==> src/rtl/bus_arb_pkg.sv <==
// Shared types and constants for the four-requester 64-bit bus arbiter.
// Owner and pointer indices are two-bit requester numbers.
package bus_arb_pkg;

  localparam int NUM_REQ = 4;
  localparam int DATA_W  = 64;

  typedef enum logic {IDLE, BUSY} arb_state_t;

  typedef logic [1:0] req_idx_t;

  function automatic logic [NUM_REQ-1:0] onehot4(input req_idx_t idx);
    logic [NUM_REQ-1:0] vec;
    vec      = '0;
    vec[idx] = 1'b1;
    return vec;
  endfunction

endpackage

==> src/rtl/mux_64x4x1.sv <==
// 64-bit four-input mux. sel=0 picks D, sel=1 picks C, sel=2 picks B,
// and sel=3 picks A.
module mux_64x4x1 (
  input  logic [63:0] a_i,
  input  logic [63:0] b_i,
  input  logic [63:0] c_i,
  input  logic [63:0] d_i,
  input  logic [1:0]  sel_i,
  output logic [63:0] y_o
);

  always_comb begin
    y_o = d_i;
    case (sel_i)
      2'd0:    y_o = d_i;
      2'd1:    y_o = c_i;
      2'd2:    y_o = b_i;
      2'd3:    y_o = a_i;
      default: y_o = d_i;
    endcase
  end

endmodule

==> src/rtl/rr_pick4.sv <==
// Combinational round-robin picker. It returns the first set request found
// when scanning from ptr upward, wrapping modulo 4.
module rr_pick4
  import bus_arb_pkg::*;
(
  input  logic [3:0] req_i,
  input  req_idx_t   ptr_i,
  output req_idx_t   winner_o,
  output logic       found_o
);

  req_idx_t idx;

  always_comb begin
    winner_o = ptr_i;
    found_o  = 1'b0;
    idx      = ptr_i;
    for (int i = 0; i < NUM_REQ; i++) begin
      idx = ptr_i + req_idx_t'(i);
      if (!found_o && req_i[idx]) begin
        found_o  = 1'b1;
        winner_o = idx;
      end
    end
  end

endmodule

==> src/rtl/bus_arbiter_4x64.sv <==
// Round-robin arbiter that shares one 64-bit datapath among four requesters.
// It supports bounded bursts, an abandon timeout, and a registered valid/ready output.
//
//   state | meaning
//   IDLE  | no owner; arbitrate among pending requests from ptr
//   BUSY  | owner holds the datapath; beats taken when output has space
module bus_arbiter_4x64
  import bus_arb_pkg::*;
#(
  parameter int MAX_BURST      = 16,
  parameter int ABANDON_CYCLES = 8
) (
  input  logic        clk,
  input  logic        reset,
  input  logic [3:0]  req,
  input  logic [3:0]  last,
  input  logic [63:0] in_data0,
  input  logic [63:0] in_data1,
  input  logic [63:0] in_data2,
  input  logic [63:0] in_data3,
  output logic [3:0]  grant,
  output logic [3:0]  beat_ack,
  output logic        out_valid,
  input  logic        out_ready,
  output logic [63:0] out_data,
  output logic [1:0]  out_src,
  output logic        out_last
);

  localparam logic [8:0] MAX_B   = 9'(MAX_BURST);
  localparam logic [7:0] ABANDON = 8'(ABANDON_CYCLES);

  arb_state_t  state_q, state_d;
  req_idx_t    owner_q, owner_d;
  req_idx_t    ptr_q, ptr_d;
  logic [3:0]  grant_q, grant_d;
  logic [8:0]  beat_q, beat_d;
  logic [7:0]  aband_q, aband_d;
  logic        out_valid_q, out_valid_d;
  logic [63:0] out_data_q, out_data_d;
  req_idx_t    out_src_q, out_src_d;
  logic        out_last_q, out_last_d;

  req_idx_t    win;
  logic        found;
  logic [63:0] mux_y;
  logic        space;
  logic        own_req;
  logic        own_last;
  logic [8:0]  beat_inc;
  logic [7:0]  aband_inc;
  logic        hit_max;
  logic        burst_end;
  logic [3:0]  ack_vec;

  rr_pick4 u_pick (
    .req_i    (req),
    .ptr_i    (ptr_q),
    .winner_o (win),
    .found_o  (found)
  );

  mux_64x4x1 u_mux (
    .a_i   (in_data3),
    .b_i   (in_data2),
    .c_i   (in_data1),
    .d_i   (in_data0),
    .sel_i (owner_q),
    .y_o   (mux_y)
  );

  assign space     = ~out_valid_q | out_ready;
  assign own_req   = req[owner_q];
  assign own_last  = last[owner_q];
  assign beat_inc  = beat_q + 9'd1;
  assign aband_inc = aband_q + 8'd1;
  assign hit_max   = (beat_inc == MAX_B);

  always_comb begin
    state_d     = state_q;
    owner_d     = owner_q;
    ptr_d       = ptr_q;
    grant_d     = grant_q;
    beat_d      = beat_q;
    aband_d     = aband_q;
    out_valid_d = out_valid_q;
    out_data_d  = out_data_q;
    out_src_d   = out_src_q;
    out_last_d  = out_last_q;
    ack_vec     = '0;
    burst_end   = 1'b0;

    // A consumed beat empties the stage unless a new beat replaces it below.
    if (out_valid_q && out_ready) begin
      out_valid_d = 1'b0;
    end

    case (state_q)
      IDLE: begin
        if (found) begin
          state_d = BUSY;
          owner_d = win;
          grant_d = onehot4(win);
          beat_d  = '0;
          aband_d = '0;
        end
      end
      BUSY: begin
        if (own_req && space) begin
          ack_vec     = onehot4(owner_q);
          out_data_d  = mux_y;
          out_src_d   = owner_q;
          out_valid_d = 1'b1;
          out_last_d  = own_last | hit_max;
          beat_d      = beat_inc;
          aband_d     = '0;
          burst_end   = own_last | hit_max;
        end else if (!own_req) begin
          // Stalls from backpressure do not count toward abandon.
          aband_d   = aband_inc;
          burst_end = (aband_inc == ABANDON);
        end
        if (burst_end) begin
          state_d = IDLE;
          grant_d = '0;
          ptr_d   = owner_q + 2'd1;
        end
      end
      default: begin
        state_d = IDLE;
        grant_d = '0;
      end
    endcase
  end

  always_ff @(posedge clk or negedge reset) begin
    if (!reset) begin
      state_q     <= IDLE;
      owner_q     <= '0;
      ptr_q       <= '0;
      grant_q     <= '0;
      beat_q      <= '0;
      aband_q     <= '0;
      out_valid_q <= 1'b0;
      out_data_q  <= '0;
      out_src_q   <= '0;
      out_last_q  <= 1'b0;
    end else begin
      state_q     <= state_d;
      owner_q     <= owner_d;
      ptr_q       <= ptr_d;
      grant_q     <= grant_d;
      beat_q      <= beat_d;
      aband_q     <= aband_d;
      out_valid_q <= out_valid_d;
      out_data_q  <= out_data_d;
      out_src_q   <= out_src_d;
      out_last_q  <= out_last_d;
    end
  end

  assign grant     = grant_q;
  assign beat_ack  = ack_vec;
  assign out_valid = out_valid_q;
  assign out_data  = out_data_q;
  assign out_src   = out_src_q;
  assign out_last  = out_last_q;

endmodule

==> config.mk <==
export PLATFORM = sky130hd
export DESIGN_NAME = bus_arbiter_4x64
export DESIGN_NICKNAME = d
export VERILOG_FILES = /design/src/rtl/bus_arb_pkg.sv /design/src/rtl/mux_64x4x1.sv /design/src/rtl/rr_pick4.sv /design/src/rtl/bus_arbiter_4x64.sv
export SDC_FILE = /design/constraint.sdc
export NUM_CORES = 1
export LEC_CHECK = 0
export ABC_AREA = 1
export BUFFER_PORTS_ARGS = -buffer_cell sky130_fd_sc_hd__buf_2
export CAP_MARGIN = 20
export CORE_AREA = 2 2 135 137
export DETAILED_ROUTE_END_ITERATION = 7
export DIE_AREA = 0 0 137 139
export PLACE_DENSITY_LB_ADDON = 0.12
export SYNTH_ARGS = -nofsm -noshare
export SYNTH_HDL_FRONTEND = slang
export SYNTH_HIERARCHICAL = 1
export SYNTH_SLANG_ARGS = --single-unit
==> constraint.sdc <==
create_clock -name clk -period 2.2 [get_ports clk]
set_input_delay 0 -clock clk [delete_from_list [all_inputs] [get_ports clk]]
set_output_delay 0 -clock clk [all_outputs]
set_load 0.03 [all_outputs]
==> results of run 1 <==
## registers in the layout, summed over array words and instances (netlist names)
name,cells
out_data,64
grant,4
aband_q,8
out_last,1
out_src,2
ptr_q,2
owner_q,2
beat_q,9
out_valid,1
state_q,1
## kinds of logic after synthesis
logic type | after synthesis | share of synthesized area, %
adder cells (fa/ha/maj) | 8 | 1.54
flip-flops | 94 | 36.2
XOR/XNOR | 6 | 0.809
buffers and inverters | 110 | 11.0
AND/OR/NAND/NOR | 684 | 47.9
AO/OA/AOI/OAI | 29 | 2.54
## metrics by stage
stage	instance area (um2)	utilization (%)	setup slack (ps)	hold slack [ps]	instances
after detailed placement	8210	46.5	152	12.4	1460
after global routing	9160	51.9	1.47	27.3	1545
after floorplan	6500	-	552	-296	931
after CTS	9140	51.8	136	0.197	1542
after global placement	8210	46.5	137	12.2	1460
final	9160	51.9	153	9.05	1545
## critical path: stages, from the launching register on
cell           delay (ps)
dfrtp_4               550
inv_2                 220
buf_4                 330
nand3_1               110
nand4_1               110
dlygate4sd3_1         550
nand2_1                50
nand2_1                50
## final cells by class
| cell class | count | area (um2) | share of cell area, % |
|---|---|---|---|
| inverters | 46 | 178 | 1.94 |
| repair buffers | 430 | 2620 | 28.6 |
| well taps | 229 | 287 | 3.13 |
| flip-flops and latches | 94 | 2360 | 25.8 |
| clock inverters | 6 | 46.3 | 0.505 |
| clock buffers | 10 | 229 | 2.50 |
| diodes | 3 | 7.51 | 0.0819 |
| multi-input cells | 727 | 3440 | 37.5 |
## per-layer routing
layer	track usage [%]	routed length [um]	part of all wire, %
met2	42.3	11500	47
met5	0	11	0.045
met4	11.4	869	3.6
met1	30.8	10100	41
met3	6.14	1970	8.1
## power by group
part / internal, mW / switching (mW) / total [mW]
sequential: 2.51 / 0.558 / 3.07
combinational: 2.46 / 5.38 / 7.84
clock: 0.775 / 0.705 / 1.48
## how the worst min path moves through the flow
stage          slack (ps)                        to  cells past startpoint
5_1_grt                30   out_data[7]$_DFFE_PN0P_                      5
6_report                9  out_data[55]$_DFFE_PN0P_                      5
4_1_cts               0.2  out_data[25]$_DFFE_PN0P_                      5
3_5_place_dp           10  out_data[39]$_DFFE_PN0P_                      1
3_3_place_gp           10  out_data[38]$_DFFE_PN0P_                      1
2_1_floorplan        -300    aband_q[0]$_DFFE_PN0P_                      0
## repair_timing
action / CTS / global route
hold endpoints to repair: 91 / 0
buffers inserted: 0 / 0
gates resized for setup: 0 / 4
hold buffers: 66 / 0
endpoints found under the setup margin: 0 / 12
## cells in the final DEF (no fill, tap or decap), types with 8 or more instances in the layout
cell type and n:
nand2_2 8, nor2_1 23, dlygate4sd3_1 66, nand2_1 353, o21ai_0 11, nand3_1 213
dfrtp_1 92, nand4_1 75, buf_2 340, inv_1 39, ha_1 8, buf_4 17
clkbuf_16 9
==> qor.tcl, run 1 <==
set qor(overflow) 0
set qor(routed_wirelength_mm) 24.4
set qor(core-area_um2) 17700
set qor(achievable-frequency_mhz) 488
set qor(fin_total_pwr_mw) 12.4
set qor(grtUsageTotal_pct) 25.4
set qor(fp.dieW_um) 137
set qor(ctsLongestPathBuffers) 2
set qor(drtAntennaViolNets) 0
set qor(tritoncts_num_sinks) 94
set qor(crit_path_end) {out_data[46]$_DFFE_PN0P_}
set qor(syn_inst) 931
set qor(ys_top_cells_by_count) {nand2_1 (353), nand3_1 (213), dfrtp_1 (94)}
set qor(netlist_top_cells_area) {dfrtp_1 (36%), nand2_1 (20%), nand3_1 (16%)}
set qor(hpwlAfterDp_mm) 17.5
set qor(setup_repair_after_global_routing_missed_its_margin) {false}
set qor(synth_fp_nets) 1206
set qor(grt_pass1_vias) 7485
set qor(synth.largest_area_cell) {dfrtp_1}
set qor(ratio_of_final_minimum_period_to_clock_period_pct) 93.1
set qor(finalSetupViolations) 0
set qor(max-slew-margin-rel_pct) 60.9
set qor(final_net_count) 1583
set qor(worst_reg_to_reg_path_cell_count) 7
set qor(drt_iter0_markers) 438
set qor(dieArea_um2) 19000
set qor(tritoncts.num_buffers) 9
set qor(synth.distinct_cells) 27
set qor(hold_class) {in -> reg}
set qor(fin_setup_tns_ps) 0
set qor(start_of_the_worst_register_to_register_path) {owner_q[0]$_DFFE_PN0P_}
set qor(routed-via-count) 7791
set qor(critPathKind) {reg -> reg}
set qor(synthDominantCellAreaShare_pct) 36.2
set qor(fin_crit_ps) 2050
set qor(cp_data_required_time_ps) 2490
set qor(detail_route.wl_per_cell_um) 15.8
set qor(postSynth.asyncResetShare_pct) 100
set qor(hold_violations) 0
set qor(cts-htree-levels) 3
set qor(area.growth.synth_to_final_pct) 41.0
set qor(io_pins) 343
set qor(io_buffer_count) 342
set qor(postSynthAreaPerCell_um2) 6.98
set qor(power_density_nw_per_um2) 1350
set qor(grt_start_max_net_pins) 77
set qor(fraction_of_final_layout_cells_sized_beyond_drive_strength_1_pct) 31.1
set qor(cap_violations) 0
set qor(synth.yosys.warnings) 6
set qor(cts-root-buf) {clkbuf_16}
set qor(critical_path_peak_fanout) 23
set qor(critPathLaunchType) {register}
set qor(ys_seq_area_share_pct) 36.2
set qor(rows) 49
set qor(routabilityCongestion) 0.847
set qor(initial_antenna_violation_count) 4
set qor(worstSetupStartpoint) {owner_q[0]$_DFFE_PN0P_}
set qor(worstPathArrival_ps) 2330
set qor(leakagePower_nw) 4.88
set qor(clk_pin_slew_worst_paths_ps) 70
set qor(endpoint_kind) {register}
set qor(outcome) {complete, no violations}
set qor(internal_reg_to_reg_setup_slack_ps) 150
set qor(hp-start) {in_data2[55]}
set qor(viasPerCell) 5.04
set qor(grt_first_pass_wirelength_mm) 38.2
set qor(power.ir.vdd_worst_uv) 735
set qor(synth_area_um2) 6500
set qor(synth_enable_flop_cells) 0
set qor(yosys_most_used_dff) {dfrtp_1}
set qor(detail_route.drc_violations) 0
set qor(die-height_um) 139
set qor(firstDrtPassIters) 5
set qor(final_max_slew_viol_count) 0
set qor(regToRegEndpoint) {out_data[46]$_DFFE_PN0P_}
set qor(transition_at_the_pin_with_the_smallest_max_transition_slack_ps) 587
set qor(yosys_register_bits) 94
set qor(insertion_delay_ps) 350
set qor(clock_skew_ps) 10.8
set qor(yosysMostFrequentCell) {nand2_1}
set qor(tritoncts_clock_tree) {done}
set qor(fill_cells) 1777
set qor(starting_density_pct) 36.8
Note: power is estimated with default switching activity, not from simulation.
==> inputs of run 2 (changes only) <==
Clock period 2.2 ns to 2.3 ns, I/O delays scaled along.
==> qor.tcl, run 2 (synthesis results as in run 1) <==
set qor(outcome) {complete, no violations}
set qor(ff_latch_area_um2) 2360 ;# about the same
set qor(fill_cells) 1751 ;# -1.5%
set qor(hold_class) {in -> reg}
set qor(grt_start_max_net_pins) 105 ;# +36%
set qor(power.ir.vdd_worst_uv) 688 ;# -6.3%
set qor(post-cts-setup-buffers) 0 ;# unchanged
set qor(power_density_nw_per_um2) 1280 ;# -5.4%
set qor(max-slew-margin-rel_pct) 66.0 ;# +5.1 points
set qor(worst_path_dominant_cell_family) {buffers and inverters}
set qor(insertion_delay_ps) 340 ;# about the same
set qor(detailedPlace.worstSlack_ps) 154 ;# +2.79 ps
set qor(endpoint_kind) {register}
set qor(grtUsageTotal_pct) 25.4 ;# about the same
set qor(min_delay_path_depth) 5 ;# unchanged
set qor(hold_violations) 0 ;# unchanged
set qor(starting_density_pct) 36.8 ;# unchanged
set qor(io_buffer_count) 342 ;# unchanged
set qor(critPathKind) {reg -> reg}
set qor(drtAntennaViolNets) 0 ;# unchanged
set qor(timing.critical_path.buf_inv) 3 ;# unchanged
set qor(routed_wirelength_mm) 25.1 ;# +2.7%
set qor(fin_setup_tns_ps) 0 ;# unchanged
set qor(achievable-frequency_mhz) 470 ;# -3.9%
set qor(critical_path_peak_fanout) 15 ;# -35%
set qor(layout_common_cells) {nand2_1 (353), buf_2 (341), nand3_1 (213)}
set qor(cts-root-buf) {clkbuf_16}
set qor(worst_reg_to_reg_path_cell_count) 8 ;# +1
set qor(finalSetupViolations) 0 ;# unchanged
set qor(commonest_non_fill_non_tap_cell_in_the_layout) {nand2_1}
set qor(timing.final.ws_setup_ps) 171 ;# +17.8 ps
set qor(dieArea_um2) 19000 ;# unchanged
set qor(routabilityCongestion) 0.849 ;# +0.25%
set qor(tritoncts_num_sinks) 94 ;# unchanged
set qor(crit_path_cell_trace) {buf_4, nor2_4, buf_4, nand2_1, nand4_1, dlygate4sd3_1, nand2_1, nand2_1}
set qor(tritoncts_clock_tree) {done}
set qor(hpwlAfterDp_mm) 17.9 ;# +2.1%
set qor(multi_input_comb_area_um2) 3440 ;# unchanged
set qor(crit_slowest_cell) {dlygate4sd3_1}
set qor(utilization_pct) 52.3 ;# +0.38 points
set qor(tritoncts.num_buffers) 9 ;# unchanged
set qor(cp_data_required_time_ps) 2580 ;# +90 ps
set qor(hp-start) {in_data0[56]}
set qor(area.growth.synth_to_final_pct) 42.0
set qor(internal_reg_to_reg_setup_slack_ps) 170 ;# +20 ps
set qor(die-height_um) 139 ;# unchanged
set qor(fin_crit_ps) 2130 ;# +82.2 ps
set qor(worstPathArrival_ps) 2410 ;# +80 ps
set qor(fp.dieW_um) 137 ;# unchanged
set qor(worst_path_largest_cell_delay_ps) 550 ;# about the same
set qor(final_max_slew_viol_count) 0 ;# unchanged
set qor(viasPerCell) 5.10 ;# +1.1%
set qor(cap_violations) 0 ;# unchanged
set qor(detail_route.wl_per_cell_um) 16.1 ;# +2.2%
set qor(clock_skew_ps) 3.29 ;# -7.46 ps
set qor(critPathLaunchType) {register}
set qor(detail_route.drc_violations) 0 ;# unchanged
set qor(transition_at_the_pin_with_the_smallest_max_transition_slack_ps) 510 ;# -76.9 ps
set qor(hold_endpoint) {out_data[56]$_DFFE_PN0P_}
set qor(regToRegEndpoint) {out_data[58]$_DFFE_PN0P_}
set qor(firstDrtPassIters) 4 ;# -1
set qor(routed-via-count) 7910 ;# +1.5%
set qor(grt_pass1_vias) 7562 ;# +1.0%
set qor(timing.critical_path.mode_cell) {nand2_1}
set qor(number_of_flip_flops_in_the_largest_register) 64 ;# unchanged
set qor(fraction_of_final_layout_cells_sized_beyond_drive_strength_1_pct) 31.0 ;# -0.066 points
set qor(cts-htree-levels) 3 ;# unchanged
set qor(drt_iter0_markers) 446 ;# +1.8%
set qor(overflow) 0 ;# unchanged
set qor(ratio_of_final_minimum_period_to_clock_period_pct) 92.6 ;# -0.47 points
set qor(grt_first_pass_wirelength_mm) 38.1 ;# -0.18%
set qor(leakagePower_nw) 4.92 ;# +0.71%
set qor(start_of_the_worst_register_to_register_path) {owner_q[0]$_DFFE_PN0P_}
set qor(final_net_count) 1589 ;# +0.38%
set qor(io_pins) 343 ;# unchanged
set qor(initial_antenna_violation_count) 4 ;# unchanged
set qor(clk_pin_slew_worst_paths_ps) 70 ;# about the same
set qor(ctsLongestPathBuffers) 2 ;# unchanged
set qor(core-area_um2) 17700 ;# unchanged
set qor(rows) 49 ;# unchanged
==> run 2: repair_timing <==
| action | 4_1_cts | 5_1_grt |
|---|---|---|
| gates resized for setup | 0 | 3 |
| hold endpoints to repair | 84 | 0 |
| hold buffers | 73 | 0 |
| setup endpoints to repair | 0 | 4 |
==> run 2: layer usage <==
layer	track usage (%)	part of all wire [%]	vias to the layer above	wire length (um)
met5	0	0	-	0
met4	8.68	3.0	0	760
met3	6.91	8.0	52	2010
met2	44.3	49	333	12200
met1	29.7	40	3639	10100
li1	-	-	3886	-
==> run 2: power by group <==
group,switching (mW),internal (mW)
sequential,0.539,2.40
combinational,5.14,2.32
clock,0.644,0.759
==> run 2: tightest hold or removal path: cells and delay by family <==
family | cells | cell delay (ps)
buf+inv | 1 | 80
simple gates | 4 | 240
==> run 2: how the worst max path moves through the flow <==
stage	cells past startpoint	slack (ps)	end	from
floorplan	11	650	grant[3]$_DFFE_PN0P_	ptr_q[0]$_DFFE_PN0P_
global placement	12	200	aband_q[0]$_DFFE_PN0P_	ptr_q[0]$_DFFE_PN0P_
detailed placement	10	150	beat_q[8]$_DFFE_PN0P_	ptr_q[0]$_DFFE_PN0P_
CTS	8	110	beat_ack[3]	owner_q[1]$_DFFE_PN0P_
global route	8	-10	beat_ack[3]	owner_q[1]$_DFFE_PN0P_
finish	8	170	out_data[58]$_DFFE_PN0P_	owner_q[0]$_DFFE_PN0P_
==> run 2: layout make-up <==
| class | instances | share of cell area, % |
|---|---|---|
| diodes | 4 | 0.108 |
| clock buffers | 10 | 2.59 |
| clock inverters | 6 | 0.407 |
| inverters | 46 | 1.87 |
| multi-input cells | 727 | 37.3 |
| flip-flops and latches | 94 | 25.6 |
| well taps | 229 | 3.10 |
| repair buffers | 436 | 29.1 |
==> run 2: through the flow <==
step	cells	power [mW]	hold WS (ps)	area, um2
final	1552	11.8	7.22	9230
after global routing	1551	12.8	11.0	9230
after CTS	1548	11.9	1.29	9210
after detailed placement	1459	10.2	-9.15	8200
after global placement	1459	10.2	-4.40	8200
after floorplan	931	8.28	-296	6500
